[src/rtl/mult_8x8_seq.sv]
// Sequential 8x8 unsigned multiplier: one shared 4x4 core, four partial products accumulated over four cycles.
// Optional build macro SEG_ACTIVE_LOW_EN inverts the seven-segment state display for common-anode parts.
module mult_8x8_seq (
   input  logic        clk,
   input  logic        reset_a,
   input  logic        start,
   input  logic [7:0]  dataa,
   input  logic [7:0]  datab,
   output logic        done_flag,
   output logic [15:0] product8,
   output logic        seg_a,
   output logic        seg_b,
   output logic        seg_c,
   output logic        seg_d,
   output logic        seg_e,
   output logic        seg_f,
   output logic        seg_g
);

   typedef enum logic [1:0] {
      IDLE = 2'd0,
      CALC = 2'd1,
      DONE = 2'd2
   } state_t;

   state_t      state_reg;
   logic [1:0]  cnt_reg;
   logic [7:0]  a_reg;
   logic [7:0]  b_reg;

   logic [3:0]  nib_a;
   logic [3:0]  nib_b;
   logic [7:0]  core_prod;
   logic [15:0] pp;
   logic [6:0]  seg_hi;
   logic [6:0]  seg_out;

   // cnt bit 0 selects the A nibble, bit 1 the B nibble; the shift is the sum of the nibble weights.
   always_comb begin
      nib_a     = cnt_reg[0] ? a_reg[7:4] : a_reg[3:0];
      nib_b     = cnt_reg[1] ? b_reg[7:4] : b_reg[3:0];
      core_prod = {4'h0, nib_a} * {4'h0, nib_b};
      case (cnt_reg)
         2'd0:    pp = {8'h00, core_prod};
         2'd1,
         2'd2:    pp = {4'h0, core_prod, 4'h0};
         default: pp = {core_prod, 8'h00};
      endcase
   end

   always_ff @(posedge clk) begin
      if (reset_a) begin
         state_reg <= IDLE;
         cnt_reg   <= 2'd0;
         a_reg     <= 8'h00;
         b_reg     <= 8'h00;
         product8  <= 16'h0000;
         done_flag <= 1'b0;
      end else begin
         case (state_reg)
            IDLE: begin
               if (start) begin
                  a_reg     <= dataa;
                  b_reg     <= datab;
                  product8  <= 16'h0000;
                  cnt_reg   <= 2'd0;
                  state_reg <= CALC;
               end
            end
            CALC: begin
               product8 <= product8 + pp;
               cnt_reg  <= cnt_reg + 2'd1;
               if (cnt_reg == 2'd3) begin
                  state_reg <= DONE;
                  done_flag <= 1'b1;
               end
            end
            DONE: begin
               if (start) begin
                  a_reg     <= dataa;
                  b_reg     <= datab;
                  product8  <= 16'h0000;
                  done_flag <= 1'b0;
                  cnt_reg   <= 2'd0;
                  state_reg <= CALC;
               end
            end
            default: begin
               state_reg <= IDLE;
               cnt_reg   <= 2'd0;
               done_flag <= 1'b0;
            end
         endcase
      end
   end

   // Display digit: "0" idle, "1".."4" for the CALC step, "d" when done.
   always_comb begin
      case (state_reg)
         IDLE: seg_hi = 7'b1111110;
         CALC: begin
            case (cnt_reg)
               2'd0:    seg_hi = 7'b0110000;
               2'd1:    seg_hi = 7'b1101101;
               2'd2:    seg_hi = 7'b1111001;
               default: seg_hi = 7'b0110011;
            endcase
         end
         DONE:    seg_hi = 7'b0111101;
         default: seg_hi = 7'b1111110;
      endcase
   end

   genvar gi;
   generate
      for (gi = 0; gi < 7; gi++) begin : g_seg
`ifdef SEG_ACTIVE_LOW_EN
         assign seg_out[gi] = ~seg_hi[gi];
`else
         assign seg_out[gi] = seg_hi[gi];
`endif
      end
   endgenerate

   assign {seg_a, seg_b, seg_c, seg_d, seg_e, seg_f, seg_g} = seg_out;

endmodule

[config.mk]
export PLATFORM = sky130hd
export DESIGN_NAME = mult_8x8_seq
export DESIGN_NICKNAME = d
export VERILOG_FILES = /design/src/rtl/mult_8x8_seq.sv
export SDC_FILE = /design/constraint.sdc
export NUM_CORES = 1
export LEC_CHECK = 0
export BUFFER_PORTS_ARGS = -buffer_cell sky130_fd_sc_hd__buf_2
export CORE_ASPECT_RATIO = 0.8
export CORE_MARGIN = 2
export CORE_UTILIZATION = 30
export DETAILED_ROUTE_END_ITERATION = 7
export SLEW_MARGIN = 20
export SYNTH_ARGS = -nofsm -noshare
export SYNTH_HDL_FRONTEND = slang
export SYNTH_SLANG_ARGS = --single-unit
[constraint.sdc]
create_clock -name clk -period 14.1 [get_ports clk]
set_input_delay 2.82 -clock clk [delete_from_list [all_inputs] [get_ports clk]]
set_output_delay 2.82 -clock clk [all_outputs]
set_load 0.01 [all_outputs]
# Yosys cells after proc, flatten, opt, wreduce, memory -nomap -nowiden
# Cells that the tools add are included.
[word_totals]
in_bits = 19
ff_bits = 37
out_inout_bits = 24
wordCells = 42
[classes]
addsub = 2
muxes = 15
n_reduce_logical = 9
mul = 1
n_eq_ne = 8
n_bitwise = 1
[ops]
columns = ["operator", "n"]
rows = [
  ["16-bit case mux with 2 select lines", 2],
  ["7-bit case mux with 3 select lines", 1],
  ["16-bit adder", 1],
  ["16-bit two-way mux", 1],
  ["7-bit case mux with 2 select lines", 1],
  ["4-bit by 4-bit multiplier with 8-bit output", 1],
  ["4-bit two-way mux", 2],
  ["2-bit case mux with 2 select lines", 2],
  ["2-bit == test (second input constant)", 3],
  ["2-bit two-way mux", 3],
  ["2-bit AND reduction", 3],
  ["2-bit by 1-bit == test with 1-bit output (second input constant)", 2],
  ["2-bit zero test", 2],
  ["2-bit inequality test (second input constant)", 2],
  ["2-bit OR reduction", 2],
  ["1-bit case mux with 3 select lines", 1],
  ["3-bit AND reduction", 1],
  ["2-bit by 1-bit adder with 2-bit output (second input constant)", 1],
  ["1-bit two-way mux", 2],
  ["2-bit by 1-bit inequality test with 1-bit output (second input constant)", 1],
  ["2-bit nonzero test", 1],
  ["1-bit inverter", 1],
]

# Longest topological paths before layout
# Gate-level depths: netlist of run 1.
[depth]
ltp_word = 5
ltp_mapped = 21
mapped_depth_nobuf = 20

# Worst setup path before layout of run 1
# No wires, ideal clock.
[synth_path]
path_type = "register to register"
from = "reg cnt_reg[0]"
to = "reg product8[14]"
t_arrival_ns = 4.893
required_time_ns = 13.983
path_stages_with_launch = 21
synth_period_minus_slack_ns = 5.010
path_slack_ns = 9.090
path_buffers = 1
path_cell_list = "dfxtp_1 clkbuf_1 mux2i_1 or2_2 fa_1 inv_1 fa_1 ha_1 a211oi_1 o21ai_0 a21oi_1 xnor2_1 a21oi_1 nor2_1 ha_1 nand2_1 or4b_1 o22ai_2 o22ai_1 xor2_1 a22o_1"
[synth_between]
elab_chain_len = 5
elab_cells_between_ends = 9
cone_classes = "add/sub (1); mul (1); eq/ne (2); mux (3); reduce/logical (2)"
[synth_rtl]
columns = ["item", "line", "source"]
rows = [
  ["start, declared", "27", "logic [1:0] cnt_reg;"],
  ["start signal, assigned", "72", "cnt_reg <= cnt_reg + 2'd1;"],
  ["4-bit two-way mux (tied with other cells)", "40", "nib_a = cnt_reg[0] ? a_reg[7:4] : a_reg[3:0];"],
  ["4-bit by 4-bit multiplier with 8-bit output or 2-bit OR reduction (tied branches)", "42, 43", ""],
  ["16-bit case mux with 2 select lines *", "43", "case (cnt_reg)"],
  ["16-bit adder *", "71", "product8 <= product8 + pp;"],
  ["16-bit case mux with 2 select lines *", "60", "case (state_reg)"],
  ["end signal, assigned", "71", ""],
  ["end, declared", "10", "output logic [15:0] product8,"],
]
# Every way passes the cells marked *; elsewhere a longest branch is shown, timed or not.
# A chain may end at the register's enable or synchronous reset.

# Worst setup path after layout of run 1
# Ends and elaborated chain as after synthesis.

==> results of run 1 <==
cell families (layout without fill, tap and decap cells):
kind of cell,after synthesis,in the layout,share of synthesized area
AOI/OAI and AO/OA,104,104,0.2395
other,1,1,0.001289
DFF,37,37,0.2545
buffers and inverters,31,66,0.04299
adders and majority gates,40,40,0.1849
and+or+nand+nor,132,132,0.2072
muxes,8,8,0.02752
xor gates and xnor gates,14,14,0.04213
layout make-up:
class / count / area (sq um)
fillers: 1005 / 6176
clock buffers: 5 / 125.1
clock inverters: 3 / 21.27
well taps: 119 / 148.9
inverters: 17 / 63.81
repair buffers: 41 / 205.2
multi-input cells: 299 / 2048
flip-flops and latches: 37 / 740.7
power groups by stage:
stage / Clock, mW / Sequential (mW) / Combinational, mW
after detailed placement: 0 / 0.113 / 0.0322
after global placement: 0 / 0.113 / 0.0318
after floorplan: 0 / 0.112 / 0.0233
after global routing: 0.123 / 0.111 / 0.0368
after CTS: 0.118 / 0.111 / 0.0325
final: 0.113 / 0.111 / 0.0325
routing by layer:
metal | wire (um) | vias up
met2 | 2836 | 54
li1 | - | 1360
met1 | 3610 | 1213
met4 | 95 | 0
met3 | 294 | 8
met5 | 0 | -
critical path, delay by kind of cell (launching register included):
kind	cells	cell delay [ns]
compound gates	7	1.42
xor+xnor	2	0.25
fa+ha+maj	4	1.74
buf+inv	1	0.05
flops	1	0.58
mux	1	0.24
simple gates	4	0.95
cells in the final DEF (no fill, tap or decap), types with 3 or more instances in the layout:
| cell type | Yosys | final |
|---|---|---|
| nor2_1 | 39 | 39 |
| a31oi_1 | 3 | 3 |
| o21bai_1 | 5 | 5 |
| nand2_1 | 54 | 54 |
| a21oi_1 | 31 | 31 |
| a211oi_1 | 7 | 7 |
| a21o_1 | 7 | 7 |
| o21ai_0 | 17 | 17 |
| nor3_1 | 7 | 7 |
| a22oi_1 | 8 | 8 |
| xnor2_1 | 7 | 7 |
| buf_2 | 4 | 41 |
| ha_1 | 35 | 35 |
| or2_2 | 3 | 3 |
| and2_1 | 3 | 3 |
| fa_1 | 5 | 5 |
| and3_1 | 4 | 4 |
| nor2b_1 | 5 | 5 |
| xor2_1 | 7 | 7 |
| o21a_1 | 4 | 4 |
| clkbuf_16 | 0 | 5 |
| a22o_1 | 10 | 10 |
| dfxtp_1 | 37 | 37 |
| inv_1 | 17 | 17 |
| mux2i_1 | 8 | 8 |
stage by stage:
step	area (sq um)	util	setup WS [ns]	power (mW)
2_1_floorplan	2910	-	9.090	0.1352
3_3_place_gp	3203	0.3361	8.962	0.1447
3_5_place_dp	3203	0.3361	8.794	0.1451
4_1_cts	3349	0.3515	8.777	0.2610
5_1_grt	3353	0.3519	8.388	0.2703
6_report	3353	0.3519	8.762	0.2560
how the worst max path moves through the flow:
| stage | startpoint | endpoint | slack, ns | cells after the start |
|---|---|---|---|---|
| final | cnt_reg[0]$_SDFFE_PP0P_ | product8[14]$_SDFFE_PP0P_ | 8.76 | 19 |
| after global routing | cnt_reg[0]$_SDFFE_PP0P_ | product8[14]$_SDFFE_PP0P_ | 8.39 | 19 |
| after CTS | cnt_reg[0]$_SDFFE_PP0P_ | product8[14]$_SDFFE_PP0P_ | 8.78 | 19 |
| after detailed placement | cnt_reg[0]$_SDFFE_PP0P_ | product8[14]$_SDFFE_PP0P_ | 8.79 | 19 |
| after global placement | cnt_reg[0]$_SDFFE_PP0P_ | product8[14]$_SDFFE_PP0P_ | 8.96 | 19 |
| after floorplan | cnt_reg[0]$_SDFFE_PP0P_ | product8[14]$_SDFFE_PP0P_ | 9.09 | 20 |
==> impl_results.md, run 1 <==
- Outcome: completed
- WHS Path Cells: 2
- Sw frac: 0.2754
- Most frequent cell after synthesis: nand2_1
- Final setup fails: 0
- Mapped Cells: 367
- HP Class: reg -> reg
- Final non-filler cell total: 521
- Post-route setup TNS: 0 ns
- Int Pwr: 0.1855 mW
- Reg2reg end: product8[14]$_SDFFE_PP0P_
- Antenna violations before repair: 0
- Cell taking the most area after synthesis: dfxtp_1
- Critical path class: reg -> reg
- Clock power share: 0.441
- CP peak stage delay: 0.58 ns
- Vias: 2635
- Placed cell count: 513
- Fraction of layout cells with a size suffix above 1: 0.1468
- Final critical-path share of the clock period: 0.3786
- Crit-path max FO: 10
- Top cells by count, synth: nand2_1, nor2_1, dfxtp_1
- Wire length per cell: 13.12 um
- Register area share after synthesis: 0.2545
- Lkg Pwr: 1.563 nW
- Slew margin rel.: 0.4630
- Met1 Track Usage GR: 0.1907
- Pin count of the biggest net entering global routing: 30
- Max clock buf depth: 2
- DR iter-0 viols: 85
- RSZ-0062 raised after global routing: no
- Post-synth ARST share: 0
- Root Buffer: clkbuf_16
- Die Footprint: 10510 sq um
- GRT Total Usage: 0.1312
- H-tree depth: 2
- Synthesized Nets: 426
- WHS Endpoint: b_reg[0]$_SDFFE_PP0P_
- Post-layout min period: 5.338 ns
- Area Overhead vs Synth: 15.22%
- Synth warnings: 0
- Worst Skew: 0.006884 ns
- Measured slew at the worst slew-check pin: 0.8025 ns
- Initial Util: 0.3054
- CTS Buf Count: 5
- Vias per inst: 5.058
- WHS: 0.4575 ns
- Core Footprint: 9529 sq um
- Power Density: 76.35 nW/um^2
- Flop pwr share: 0.432
- Pre-antenna DRT Iters: 4
- Ys flop type: dfxtp_1
- CTS tree: yes
- Fmax: 187.3 MHz
- Hold Crit Start: b_reg[0]$_SDFFE_PP0P_
- Busiest grt layer: met2
- Worst setup SP type: register
- Maximum vdd ir drop: 0.04094 mV
- Row count: 32
- Yosys cell types: 50
- Port Buffers: 41
- Total gr overflow: 0
- Post-CTS Resized: 0
- Worst r2r src: cnt_reg[0]$_SDFFE_PP0P_
- Switching power: 0.07052 mW
- Synth top area cells: dfxtp_1, ha_1, nand2_1
- Routability cong.: 0.9218
- Register clock-pin slew on the reported worst setup and hold paths: 0.06 ns
- Die Height: 92.10 um
- Global routing usage on met3: 0.02247
- Post-CTS Setup Inserts: 0
- Hold buffers post-CTS: 0
- Final #Nets: 460
- Clock latency on the worst-skew pair: 0.28 ns
- Depth of the most critical reg-to-reg path: 19
- Mean area per synthesized cell: 7.930 sq um
- IO Pins: 43
- First-pass GRT wire length: 11300 um
- Drc violations: 0
- R2r setup slk: 8.76 ns
- Comb pwr share: 0.127
- Max reg flops: 16
- Synthesized area: 2910 sq um
- Area share of the largest cell type after synthesis: 0.2545
- Crit path DAT: 5.51 ns
- Slowest-stage cell, CP: dfxtp_1
- Slew Viols, Final: 0
- Antenna Nets Post-Route: 0
- DP Wirelength: 5354 um
- Die X-Extent: 114.1 um
- CP required: 14.28 ns
- WL final: 6836 um
- Crit. End Element: register
- Clock sinks: 37
- Crit path cell chain: mux2i_1, or2_2, fa_1, inv_1, fa_1, ha_1, a211oi_1, o21ai_0, a21oi_1, xnor2_1, a21oi_1, nor2_1, ha_1, nand2_1, or4b_1, o22ai_2, o22ai_1, xor2_1, a22o_1
- Post-synth EDFFs: 0
- Antenna Cells: 0
- Final hold violation count: 0
- Grt met2 use: 0.1939
- MaxCap Viol Count: 0
- Flops & latches, synth: 37
- Vias in the first global route: 2450
Power figures use the tool's default switching activity.
==> run 2: changes to the inputs <==
Settings changed: ABC_AREA set to 1.
Clock period 14.1 ns to 5.01 ns, I/O delays scaled along.
==> run 2 against run 1 <==
Combinational power increased to 9.1 times the previous value. Clock skew decreased by 0.0044 ns. Area after synthesis increased by 2.3%. Non-clock buffer count increased by 2. Via count increased by 12%. Register-to-register slack got worse by 8.5 ns.
==> impl_results.md, run 2 <==
- Worst setup SP type: register
- Register area share after synthesis: 0.2488
- Vias per inst: 4.838
- Ys flop type: dfxtp_1
- HP Class: reg -> reg
- Synthesized Nets: 493
- XOR/XNOR share of the synthesized area: 0.005885
- Crit path cell chain: mux2i_1, or2_2, fa_1, inv_1, fa_1, inv_1, fa_1, or2_2, nand2_1, a21oi_1, xor2_1, o22ai_1, ha_1, nand2_1, inv_1, nand3_1, nand2_2, a21oi_1, or2_1, nand2_1, a21oi_1
- Mean area per synthesized cell: 6.859 sq um
- Int Pwr: 0.6688 mW
- MaxCap Viol Count: 0
- Post-synth ARST share: 0
- Post-route setup TNS: 0 ns
- Pre-antenna DRT Iters: 4
- Area share of the largest cell type after synthesis: 0.2488
- Flops & latches, synth: 37
- Post-synth EDFFs: 0
- Top cells by count, synth: nand2_1, nor2_1, a21oi_1
- Max clock buf depth: 2
- Layout fillers: 1018
- Initial Util: 0.3085
- CP required: 5.17 ns
- DP Wirelength: 5978 um
- Final non-filler cell total: 612
- Fraction of layout cells with a size suffix above 1: 0.1639
- Post-place instance area: 3308 sq um
- Mapped Cells: 434
- Root Buffer: clkbuf_16
- Maximum vdd ir drop: 0.1123 mV
- Flop pwr share: 0.334
- Pin count of the biggest net entering global routing: 20
- Fmax: 211.4 MHz
- Comb pwr share: 0.291
- Antenna Cells: 0
- Die X-Extent: 115.4 um
- CTS Buf Count: 5
- WL final: 7706 um
- Vias: 2961
- Vias in the first global route: 2563
- Routability cong.: 0.8861
- Crit. End Element: register
- Antenna violations before repair: 0
- Area Overhead vs Synth: 17.53%
- Crit path DAT: 4.89 ns
- Mux cell area share after synthesis: 0.02690
- Post-Synth Adder-Cell Area: 0.1807
- Yosys cell types: 37
- Register clock-pin slew on the reported worst setup and hold paths: 0.06 ns
- Clock sinks: 37
- Most common cell after layout, fill and taps aside: nand2_1
- Most frequent cells in the layout: nand2_1, nor2_1, buf_2, a21oi_1, inv_1
- Final critical-path share of the clock period: 0.9440
- Antenna Nets Post-Route: 0
- Port Buffers: 41
- Sequential cell area: 743.2 sq um
- DR iter-0 viols: 199
- Core Footprint: 9649 sq um
- Total gr overflow: 0
- Main combinational cell family by area after synthesis: simple AND/OR/NAND/NOR gates
- Synth warnings: 0
- Die Height: 93.10 um
- CTS tree: yes
- Sw frac: 0.3416
- Post-route cell area: 3498 sq um
- Final setup fails: 0
- Final #Nets: 534
- Placed cell count: 603
- Clock power share: 0.375
- Clock latency on the worst-skew pair: 0.29 ns
- Final hold violation count: 0
- Worst Skew: 0.002471 ns
- Slowest-stage cell, CP: fa_1
- GRT Total Usage: 0.1423
- Most frequent cell after synthesis: nand2_1
- Lkg Pwr: 1.757 nW
- Crit-path max FO: 5
- Post-Synth Simple-Gate Area: 0.3031
- IO Pins: 43
- Post-layout min period: 4.729 ns
- Wire length per cell: 12.59 um
- Cell taking the most area after synthesis: dfxtp_1
- Synthesized area: 2977 sq um
- RSZ-0062 raised after global routing: no
- Switching power: 0.3469 mW
- Max reg flops: 16
- Drc violations: 0
- Power Density: 290.3 nW/um^2
- Slew Viols, Final: 0
- Multi-input logic area: 2021 sq um
- Post-synthesis compound-gate area fraction: 0.1597
- Outcome: completed
- H-tree depth: 2
- Row count: 32
- Critical path class: reg -> reg
- Synth top area cells: dfxtp_1, ha_1, nand2_1
- First-pass GRT wire length: 12290 um
- Die Footprint: 10740 sq um
- CP peak stage delay: 0.56 ns
-- run 2: path summary, 6_finish.rpt --
check	startpoint	slack, ns	depth (start not counted)	endpoint
worst max register to register	cnt_reg[0]$_SDFFE_PP0P_	0.28	21	product8[11]$_SDFFE_PP0P_
worst min-delay path	done_flag$_SDFFE_PP0P_	0.47	2	done_flag$_SDFFE_PP0P_
worst min register to register	done_flag$_SDFFE_PP0P_	0.47	2	done_flag$_SDFFE_PP0P_
worst max-delay path	cnt_reg[0]$_SDFFE_PP0P_	0.28	21	product8[11]$_SDFFE_PP0P_
-- run 2: final cells by class --
cell class / instances / area share
flip-flops and latches: 37 / 0.2124
well taps: 136 / 0.04864
repair buffers: 43 / 0.06295
clock inverters: 2 / 0.01073
clock buffers: 6 / 0.03970
inverters: 44 / 0.04793
multi-input cells: 344 / 0.5776
-- run 2: per-stage QoR --
stage / power [mW] / setup slack, ns / util / hold slack (ns)
3_5_place_dp: 0.6377 / 0.2004 / 0.3428 / 0.4676
5_1_grt: 1.076 / 0.02424 / 0.3626 / 0.4890
6_report: 1.016 / 0.2806 / 0.3626 / 0.4699
3_3_place_gp: 0.6337 / 0.2955 / 0.3428 / 0.4619
2_1_floorplan: 0.5612 / 0.5854 / - / 0.4729
4_1_cts: 1.019 / 0.1809 / 0.3611 / 0.4764
-- run 2: cells by family after synthesis --
family,count (synthesis)
other cells,1
fa+ha+maj,40
mux,8
xor+xnor,2
compound gates,88
buf+inv,53
flops,37
simple gates,205
-- run 2: critical path: cells and delay by family (launching register included) --
family | cells | cell delay (ns)
flops | 1 | 0.42
fa+ha+maj | 4 | 1.89
xor+xnor | 1 | 0.25
buf+inv | 3 | 0.22
mux | 1 | 0.17
compound gates | 4 | 0.33
simple gates | 8 | 1.31
-- run 2: per-layer routing --
layer / GRT usage / vias to the layer above / routed length (um)
li1: - / 1517 / -
met1: 0.2187 / 1352 / 4040
met2: 0.1974 / 83 / 3085
met3: 0.02139 / 9 / 457
met4: 0.05120 / 0 / 122
met5: 0 / - / 0
-- run 2: power groups by stage --
stage / clock [mW] / sequential (mW) / combinational, mW
2_1_floorplan: 0 / 0.337 / 0.224
3_3_place_gp: 0 / 0.344 / 0.290
3_5_place_dp: 0 / 0.344 / 0.293
4_1_cts: 0.387 / 0.338 / 0.294
5_1_grt: 0.399 / 0.342 / 0.334
6_report: 0.381 / 0.339 / 0.296
-- run 2: what timing repair did --
action,4_1_cts,5_1_grt
resized for setup,0,3
setup endpoints to repair,0,8
hold buffers,0,0
buffers inserted,0,1
==> run 3: changes to the inputs <==
Settings changed: BUFFER_PORTS_ARGS -buffer_cell sky130_fd_sc_hd__buf_2 to not set, DONT_BUFFER_PORTS set to 1.
==> run 3 against run 2 <==
Cell area fell by 6.9%. Clock-buffer cell count fell by 1. Via count fell by 7.5%. Final cell count fell by 7.0%. Power fell by 8.5%. Worst setup slack improved by 0.032 ns. Clock power fell by 16%. Worst hold slack improved by 0.022 ns. Combinational power fell by 9.5%. Clock skew rose by 0.0071 ns. Largest cell class unchanged.
==> impl_results.md, run 3 (same netlist as run 2, synthesis figures left out) <==
- Outcome: completed
- Measured slew at the worst slew-check pin: 0.4724 ns
- Met3 WL: 567 um
- Vias: 2740
- Worst Skew: 0.009594 ns
- Drc violations: 0
- Root Buffer: clkbuf_16
- Row count: 32
- Fmax: 212.9 MHz
- Crit path DAT: 4.86 ns
- Post-layout min period: 4.697 ns
- Worst r2r src: cnt_reg[1]$_SDFFE_PP0P_
- Routability cong.: 0.8468
- Routed length on met2: 2970 um
- R2r setup slk: 0.31 ns
- Crit path launch: cnt_reg[1]$_SDFFE_PP0P_
- Area Overhead vs Synth: 9.458%
- Post-place instance area: 3095 sq um
- Fraction of layout cells with a size suffix above 1: 0.08545
- Pre-antenna DRT Iters: 7
- Met1 WL: 3862 um
- CTS Buf Count: 5
- Vias per inst: 4.815
- Most frequent cells in the layout: nand2_1, nor2_1, a21oi_1, inv_1
- Crit. End Element: register
- Number of stages on the worst setup path: 20
- Final non-filler cell total: 569
- Max clock buf depth: 2
- Final #Nets: 491
- Vias in the first global route: 2439
- Core Footprint: 9649 sq um
- Crit-path max FO: 7
- Tot Pwr: 0.9290 mW
- First-pass GRT wire length: 12220 um
- Worst setup SP type: register
- Die Height: 93.10 um
- Antenna Nets Post-Route: 0
- Power Density: 285.1 nW/um^2
- Final Core Density: 0.3377
- CTS tree: yes
- Reg2reg end: product8[10]$_SDFFE_PP0P_
- Wire length per cell: 13.14 um
- Antenna violations before repair: 0
- Top Metal Used: met4
- H-tree depth: 2
- MaxCap Viol Count: 0
- Depth of the most critical reg-to-reg path: 20
- Total gr overflow: 0
- DR iter-0 viols: 229
- CP peak stage delay: 0.56 ns
- Post-route cell area: 3258 sq um
- Lkg Pwr: 1.550 nW
- Pin count of the biggest net entering global routing: 20
- Slew margin rel.: 0.6761
- Antenna Cells: 0
- Hold buffers post-CTS: 0
- Crit-path leading delay family: adder cells
- Die X-Extent: 115.4 um
- Clock latency on the worst-skew pair: 0.29 ns
- Critical path class: reg -> reg
- GRT Total Usage: 0.1440
- Die Footprint: 10740 sq um
- RSZ-0062 raised after global routing: yes
- Slowest-stage cell, CP: fa_1
- Most common cell after layout, fill and taps aside: nand2_1
- WL final: 7478 um
- Crit path cell chain: mux2i_1, or2_2, fa_1, inv_1, fa_1, inv_1, fa_1, or2_2, nand2_1, a21oi_1, xor2_1, o22ai_1, ha_1, nand2_1, nor2_2, nand3_1, nand3_1, a21oi_1, o21ai_0, a21oi_1
- Final critical-path share of the clock period: 0.9376
- Maximum vdd ir drop: 0.09874 mV
- Clock sinks: 37
- WHS: 0.4914 ns
- IO Pins: 43
- Slew Viols, Final: 0
- Initial Util: 0.3085
- Final hold violation count: 0
- Register clock-pin slew on the reported worst setup and hold paths: 0.06 ns
- DP Wirelength: 5939 um
- Placed cell count: 561
- WP buf/inv: 2
- HP Class: reg -> reg
- Final setup fails: 0
- Port Buffers: 0
- Hold Crit Start: state_reg[0]$_SDFFE_PP0P_
- Max reg flops: 16
- Critical path destination: product8[10]$_SDFFE_PP0P_
- CP required: 5.17 ns
run 3: worst min path at each step:
| stage | endpoint | cells after the start |
|---|---|---|
| after floorplan | state_reg[0]$_SDFFE_PP0P_ | 2 |
| after global placement | state_reg[0]$_SDFFE_PP0P_ | 2 |
| after detailed placement | state_reg[0]$_SDFFE_PP0P_ | 2 |
| after CTS | state_reg[0]$_SDFFE_PP0P_ | 2 |
| after global routing | state_reg[0]$_SDFFE_PP0P_ | 2 |
| final | state_reg[0]$_SDFFE_PP0P_ | 2 |
run 3: tightest hold or removal path, cell delays in order, from the launching register on:
cell     delay [ns]
dfxtp_1        0.33
nand2_1        0.07
a21oi_1        0.05
run 3: final cells by class:
type                    count  area [sq um]
inverters                  44         167.7
clock inverters             3         21.27
fillers                  1042          6391
flip-flops and latches     37         748.2
multi-input cells         344          2026
well taps                 136         170.2
clock buffers               5         125.1
run 3: routing by layer:
| metal | vias up | global-route usage |
|---|---|---|
| met5 | - | 0 |
| met4 | 0 | 0.03815 |
| met3 | 5 | 0.03694 |
| met2 | 74 | 0.1930 |
| met1 | 1234 | 0.2224 |
| li1 | 1427 | - |
run 3: timing repair:
item / in CTS / in global routing
endpoints found under the setup margin: 0 / 8
endpoints found under the hold margin: 0 / 0
resized for setup: 0 / 7
buffers inserted: 0 / 0
run 3: power by group:
group	switching (mW)	total [mW]	internal, mW
registers	0.0195	0.340	0.321
logic	0.185	0.268	0.0834
clock network	0.136	0.321	0.185
run 3: metrics by stage:
step / TNS [ns] / setup slack [ns]
2_1_floorplan: 0 / 0.5854
3_3_place_gp: 0 / 0.1726
3_5_place_dp: 0 / 0.06386
4_1_cts: 0 / 0.06327
5_1_grt: -0.01213 / -0.01213
6_report: 0 / 0.3126
